--- src/rtl/branch_sched.sv ---
// Branch reservation station: oldest-ready-first issue into branch_ex.
// Optional same-cycle CDB bypass into select: BRANCH_SCHED_CDB_BYPASS_EN.
package core_pkg;
    localparam int XLEN       = 32;
    localparam int LOG2_PREGS = 6;
endpackage

module branch_sched #(
    parameter int XLEN   = core_pkg::XLEN,
    parameter int PHYS_W = core_pkg::LOG2_PREGS,
    parameter int DEPTH  = 4,
    parameter int ROB_W  = 6
) (
    input  logic                    clk,
    input  logic                    reset,
    input  logic                    disp_valid,
    output logic                    disp_ready,
    input  logic [7:0]              disp_op,
    input  logic [PHYS_W-1:0]       disp_dst_tag,
    input  logic [PHYS_W-1:0]       disp_src1_tag,
    input  logic                    disp_src1_rdy,
    input  logic [XLEN-1:0]         disp_src1_val,
    input  logic [XLEN-1:0]         disp_pc,
    input  logic [XLEN-1:0]         disp_imm,
    input  logic [ROB_W-1:0]        disp_rob_tag,
    input  logic                    cdb_valid,
    input  logic [PHYS_W-1:0]       cdb_tag,
    input  logic [XLEN-1:0]         cdb_value,
    input  logic                    flush,
    output logic                    issue_valid,
    output logic [7:0]              issue_op,
    output logic [PHYS_W-1:0]       issue_dst_tag,
    output logic [XLEN-1:0]         issue_src1_val,
    output logic [XLEN-1:0]         issue_pc,
    output logic [XLEN-1:0]         issue_imm,
    output logic [ROB_W-1:0]        issue_rob_tag,
    output logic [$clog2(DEPTH):0]  rs_count
);

    localparam int IDX_W = (DEPTH > 1) ? $clog2(DEPTH) : 1;
    localparam int CNT_W = $clog2(DEPTH) + 1;

    logic [DEPTH-1:0]  valid_q;
    logic [DEPTH-1:0]  rdy_q;
    logic [7:0]        op_q   [DEPTH];
    logic [PHYS_W-1:0] dst_q  [DEPTH];
    logic [PHYS_W-1:0] tag_q  [DEPTH];
    logic [XLEN-1:0]   val_q  [DEPTH];
    logic [XLEN-1:0]   pc_q   [DEPTH];
    logic [XLEN-1:0]   imm_q  [DEPTH];
    logic [ROB_W-1:0]  rob_q  [DEPTH];
    // older_q[i][j] set means entry i was dispatched before entry j
    logic [DEPTH-1:0]  older_q [DEPTH];
    logic [CNT_W-1:0]  cnt_q;
    logic [CNT_W-1:0]  cnt_d;

    logic              iss_v_q;
    logic [7:0]        iss_op_q;
    logic [PHYS_W-1:0] iss_dst_q;
    logic [XLEN-1:0]   iss_val_q;
    logic [XLEN-1:0]   iss_pc_q;
    logic [XLEN-1:0]   iss_imm_q;
    logic [ROB_W-1:0]  iss_rob_q;

    logic [DEPTH-1:0]  wake;
    logic [DEPTH-1:0]  cand;
    logic [DEPTH-1:0]  win;
    logic              sel_v;
    logic [IDX_W-1:0]  sel_idx;
    logic [IDX_W-1:0]  free_idx;
    logic [XLEN-1:0]   sel_val;
    logic              disp_fire;
    logic              disp_hit;
    logic [XLEN-1:0]   disp_val;

    always_comb begin
        wake     = '0;
        cand     = '0;
        win      = '0;
        sel_v    = 1'b0;
        sel_idx  = '0;
        free_idx = '0;
        for (int i = 0; i < DEPTH; i++) begin
            wake[i] = valid_q[i] && !rdy_q[i] && cdb_valid
                   && (cdb_tag == tag_q[i]);
`ifdef BRANCH_SCHED_CDB_BYPASS_EN
            cand[i] = valid_q[i] && (rdy_q[i] || wake[i]);
`else
            cand[i] = valid_q[i] && rdy_q[i];
`endif
        end
        // A candidate wins only if no other candidate is older
        for (int i = 0; i < DEPTH; i++) begin
            win[i] = cand[i];
            for (int j = 0; j < DEPTH; j++) begin
                if (j != i && cand[j] && older_q[j][i]) begin
                    win[i] = 1'b0;
                end
            end
        end
        for (int i = 0; i < DEPTH; i++) begin
            if (win[i]) begin
                sel_v   = 1'b1;
                sel_idx = IDX_W'(i);
            end
        end
        for (int i = DEPTH - 1; i >= 0; i--) begin
            if (!valid_q[i]) begin
                free_idx = IDX_W'(i);
            end
        end
    end

`ifdef BRANCH_SCHED_CDB_BYPASS_EN
    assign sel_val = rdy_q[sel_idx] ? val_q[sel_idx] : cdb_value;
`else
    assign sel_val = val_q[sel_idx];
`endif

    assign disp_ready = (cnt_q < CNT_W'(DEPTH)) && !flush;
    assign disp_fire  = disp_valid && disp_ready;
    assign disp_hit   = cdb_valid && (cdb_tag == disp_src1_tag);
    assign disp_val   = disp_src1_rdy ? disp_src1_val : cdb_value;
    assign cnt_d      = cnt_q + CNT_W'(disp_fire) - CNT_W'(sel_v);

    always_ff @(posedge clk) begin
        if (reset) begin
            valid_q   <= '0;
            rdy_q     <= '0;
            cnt_q     <= '0;
            iss_v_q   <= 1'b0;
            iss_op_q  <= '0;
            iss_dst_q <= '0;
            iss_val_q <= '0;
            iss_pc_q  <= '0;
            iss_imm_q <= '0;
            iss_rob_q <= '0;
            for (int i = 0; i < DEPTH; i++) begin
                older_q[i] <= '0;
            end
        end else if (flush) begin
            valid_q <= '0;
            cnt_q   <= '0;
            iss_v_q <= 1'b0;
        end else begin
            iss_v_q <= sel_v;
            cnt_q   <= cnt_d;
            rdy_q   <= rdy_q | wake;
            if (sel_v) begin
                valid_q[sel_idx] <= 1'b0;
                iss_op_q  <= op_q[sel_idx];
                iss_dst_q <= dst_q[sel_idx];
                iss_val_q <= sel_val;
                iss_pc_q  <= pc_q[sel_idx];
                iss_imm_q <= imm_q[sel_idx];
                iss_rob_q <= rob_q[sel_idx];
            end
            if (disp_fire) begin
                valid_q[free_idx] <= 1'b1;
                rdy_q[free_idx]   <= disp_src1_rdy || disp_hit;
                older_q[free_idx] <= '0;
                for (int j = 0; j < DEPTH; j++) begin
                    if (j != int'(free_idx)) begin
                        older_q[j][free_idx] <= 1'b1;
                    end
                end
            end
        end
    end

    // Payload is qualified by valid_q, so it needs no reset
    always_ff @(posedge clk) begin
        for (int i = 0; i < DEPTH; i++) begin
            if (wake[i]) begin
                val_q[i] <= cdb_value;
            end
        end
        if (disp_fire) begin
            op_q[free_idx]  <= disp_op;
            dst_q[free_idx] <= disp_dst_tag;
            tag_q[free_idx] <= disp_src1_tag;
            val_q[free_idx] <= disp_val;
            pc_q[free_idx]  <= disp_pc;
            imm_q[free_idx] <= disp_imm;
            rob_q[free_idx] <= disp_rob_tag;
        end
    end

    assign issue_valid    = iss_v_q;
    assign issue_op       = iss_op_q;
    assign issue_dst_tag  = iss_dst_q;
    assign issue_src1_val = iss_val_q;
    assign issue_pc       = iss_pc_q;
    assign issue_imm      = iss_imm_q;
    assign issue_rob_tag  = iss_rob_q;
    assign rs_count       = cnt_q;

endmodule
--- config.mk ---
export PLATFORM = sky130hd
export DESIGN_NAME = branch_sched
export DESIGN_NICKNAME = d
export VERILOG_FILES = /design/src/rtl/branch_sched.sv
export SDC_FILE = /design/constraint.sdc
export NUM_CORES = 1
export LEC_CHECK = 0
export BUFFER_PORTS_ARGS = -buffer_cell sky130_fd_sc_hd__buf_2
export CORE_ASPECT_RATIO = 2
export CORE_MARGIN = 2
export CORE_UTILIZATION = 50
export CTS_CLUSTER_DIAMETER = 200
export CTS_CLUSTER_SIZE = 40
export DETAILED_ROUTE_END_ITERATION = 6
export PLACE_DENSITY = 0.72
export SLEW_MARGIN = 20
export SYNTH_ARGS = -nofsm -noshare
export SYNTH_HDL_FRONTEND = slang
export SYNTH_SLANG_ARGS = --single-unit
--- constraint.sdc ---
create_clock -name clk -period 20.4 [get_ports clk]
set_clock_uncertainty 0.15 [all_clocks]
set_input_delay 4.08 -clock clk [delete_from_list [all_inputs] [get_ports clk]]
set_output_delay 4.08 -clock clk [all_outputs]
set_load 0.01 [all_outputs]
==> results by group <==
Yosys
  • Ys async rst share: 0%
  • Sequential area share after synthesis: 74.3%
  • Yosys cell types: 45
  • Yosys reg bits: 628
  • Simple-gate share of the synthesized area: 5.61%
  • Area fraction of the dominant cell type after synthesis: 62.4%
  • Post-synthesis mux area share: 6.13%
  • Most common cell in the netlist: edfxtp_1
  • Top post-synthesis cells by area: edfxtp_1 (62%), dfxtp_1 (12%), mux2_2 (5.6%), a222oi_1 (4.9%), a311oi_1 (4.3%)
  • Main combinational cell family by area after synthesis: compound AO/OA/AOI/OAI gates
  • Cell taking the most area after synthesis: edfxtp_1
  • Net count after synthesis: 1,657
  • Cells after Synth: 1,488
  • Yosys warning count: 0
  • Leading cell types by count after synthesis: edfxtp_1 (488), dfxtp_1 (140), nor2_1 (136), nand2_1 (125), mux2_2 (117)
  • Post-Syn Area: 23,500 um2
  • Xor/xnor share of the synthesized area: 1.19%
  • Synth Area in Adders: 0.192%
  • Most used DFF post-synth: edfxtp_1
  • Post-synth EDFFs: 488
  • Complex-gate fraction of the synthesized area: 10.2%
  • Mean post-synth cell area: 15.8 um2

Placed design
  • Placer Congestion: 0.800
  • Hpwl dp: 33,200 um
  • Port-buffer cells: 286
  • Dpl cell area: 25,400 um2

GRT
  • Initial antenna violation count: 11
  • Largest net degree at the start of global routing: 93
  • Total GRT Usage: 22.2%
  • Vias in the first global route: 14,600
  • Global-route wire length before repair: 83,200 um
  • Remaining Overflow, GRT: 0

Timing
  • Worst-Margin Slew: 1.08 ns
  • Normalized max-slew margin: 28.2%
  • TNS Setup: 0 ns
  • Final Cycle Share: 42.8%
  • Max Slew Vio Count: 0
  • Fmax: 115 MHz
  • Minimum clock period: 8.72 ns
  • Final hold vios: 0
  • Final setup fails: 0
  • RSZ-0062 raised after global routing: false

Critical path
  • Worst EP arrival: 4.49 ns
  • Req. time, crit path: 16.17 ns
  • Slowest stage cell on the critical path: buf_2
  • Kind of critical path: primary input to output port
  • CP max stage delay: 0.15 ns
  • Worst path most repeated cell: buf_2
  • Worst Setup End Kind: output port
  • Cell Chain, Critical Path: buf_2 -> nor2_1 -> buf_2
  • Critical path startpoint category: primary input
  • Max Fanout on Critical Path: 5

Clock network
  • CTS resizes: 0
  • Setup Fix Bufs, Post-CTS: 0
  • H-tree depth: 1
  • Max Root-Sink Buffers: 3
  • TritonCTS clock tree: done
  • CTS root buf: clkbuf_16
  • CTS Sinks: 628
  • CTS buffer count: 19
  • Insertion delay to the later sink of the worst-skew pair: 0.58 ns
  • # hold bufs at CTS: 0
  • CTS clk-pin slew, worst paths: 0.13 ns

Run status
  • Outcome: finished with violations
  • Violated checks: DRC

Route
  • Highest Signal Layer: met5
  • Via count: 14,000
  • M1 WL: 19,900 um
  • Met2 wire length: 30,600 um
  • Final wirelength: 55,700 um
  • Remaining antenna violation count: 0
  • DRC Markers: 6
  • Drt pass-1 iters: 7
  • Wire length on met3: 3940 um
  • DRT iter0 DRCs: 1,292
  • Drt via density: 5.99
  • Wire per inst: 23.8 um

Floorplan
  • Starting density of the core: 50.5%
  • Die width: 157 um
  • Row count: 112
  • Core Box Area: 46,500 um2
  • I/O pin total: 287
  • DIE AREA: 48,900 um2
  • Die Ht: 311 um

Layout
  • Layout Cell Area excl Fill: 26,000 um2
  • Area grow syn2layout: 10.5%
  • Nets: 1,869
  • Fraction of layout cells with a size suffix above 1: 27.0%

Flow run
  • Max-cap viol count: 0

Power and ir drop
  • Pwr per Cell Area: 77.4 nW/um2
  • Leakage: 8.83 nW
  • Max VDD drop: 0.0817 mV

Worst hold path
  • Hold Crit Class: register to register
==> final timing paths <==
check           startpoint             to  slack [ns]  cells after the start
max                  flush     disp_ready       11.68                      3
min          older_q[1][3]  older_q[1][3]        0.34                      1
max reg2reg    rs_count[2]   val_q[0][27]       16.54                      5
min reg2reg  older_q[1][3]  older_q[1][3]        0.34                      1
==> power breakdown <==
group	switching [mW]	internal, mW
combinational	0.0454	0.0301
clock	0.353	0.183
sequential	0.00487	1.39
==> critical path, delay by kind of cell <==
kind / cells / cell delay (ns)
AND/OR/NAND/NOR: 1 / 0.13
buffers and inverters: 2 / 0.28
==> area by class of cell <==
class / instances / area (um2)
clock inverter: 2 / 25.0
tap: 627 / 785
multi-input combinational: 738 / 5550
antenna: 4 / 10.0
sequential: 628 / 17500
fill: 3796 / 20600
inverter: 7 / 26.3
timing repair buffer: 306 / 1580
clock buffer: 32 / 524
==> per-stage QoR <==
| stage | power (mW) | hold WS (ns) | util (%) | setup WS [ns] | cells |
|---|---|---|---|---|---|
| 6_report | 2.01 | 0.336 | 55.8 | 11.68 | 2344 |
| 5_1_grt | 2.07 | 0.359 | 55.8 | 11.66 | 2344 |
| 4_1_cts | 2.03 | 0.337 | 55.7 | 11.68 | 2340 |
| 3_5_place_dp | 1.50 | 0.305 | 54.6 | 11.68 | 2306 |
| 3_3_place_gp | 1.50 | 0.298 | 54.6 | 11.64 | 2306 |
| 2_1_floorplan | 1.46 | 0.284 | - | 10.51 | 1488 |
==> sequential cells by signal (all words and copies together), names as in the netlist, 4 cells and up <==
name and count:
imm_q 128, pc_q 128, val_q 128, issue_imm 32, issue_pc 32, issue_src1_val 32
op_q 32, dst_q 24, rob_q 24, tag_q 24, older_q 12, issue_op 8
issue_dst_tag 6, issue_rob_tag 6, rdy_q 4, valid_q 4
==> placed cells by master, fill, tap and decap left out, types with 19 or more instances in the layout <==
| master | instances |
|---|---|
| clkbuf_16 | 19 |
| nand2_1 | 125 |
| buf_4 | 21 |
| buf_2 | 285 |
| mux2_2 | 117 |
| xor2_1 | 24 |
| edfxtp_1 | 488 |
| dfxtp_1 | 140 |
| a222oi_1 | 116 |
| a311oi_1 | 116 |
| nor2_1 | 136 |
==> cell families (layout without fill, tap and decap cells) <==
kind of cell | after synthesis | count (layout)
other | 0 | 4
XOR/XNOR | 32 | 32
AND/OR/NAND/NOR | 312 | 312
flip-flops | 628 | 628
multiplexers | 128 | 128
AO/OA/AOI/OAI | 263 | 263
buffers and inverters | 122 | 347
adder cells (fa/ha/maj) | 3 | 3
==> per-layer routing <==
metal | GRT usage, % | vias to the layer above
met5 | 0 | -
met4 | 6.47 | 14
met3 | 4.47 | 79
met2 | 43.0 | 481
met1 | 23.7 | 7116
li1 | - | 6343
Note: power is estimated with default switching activity, not from simulation.
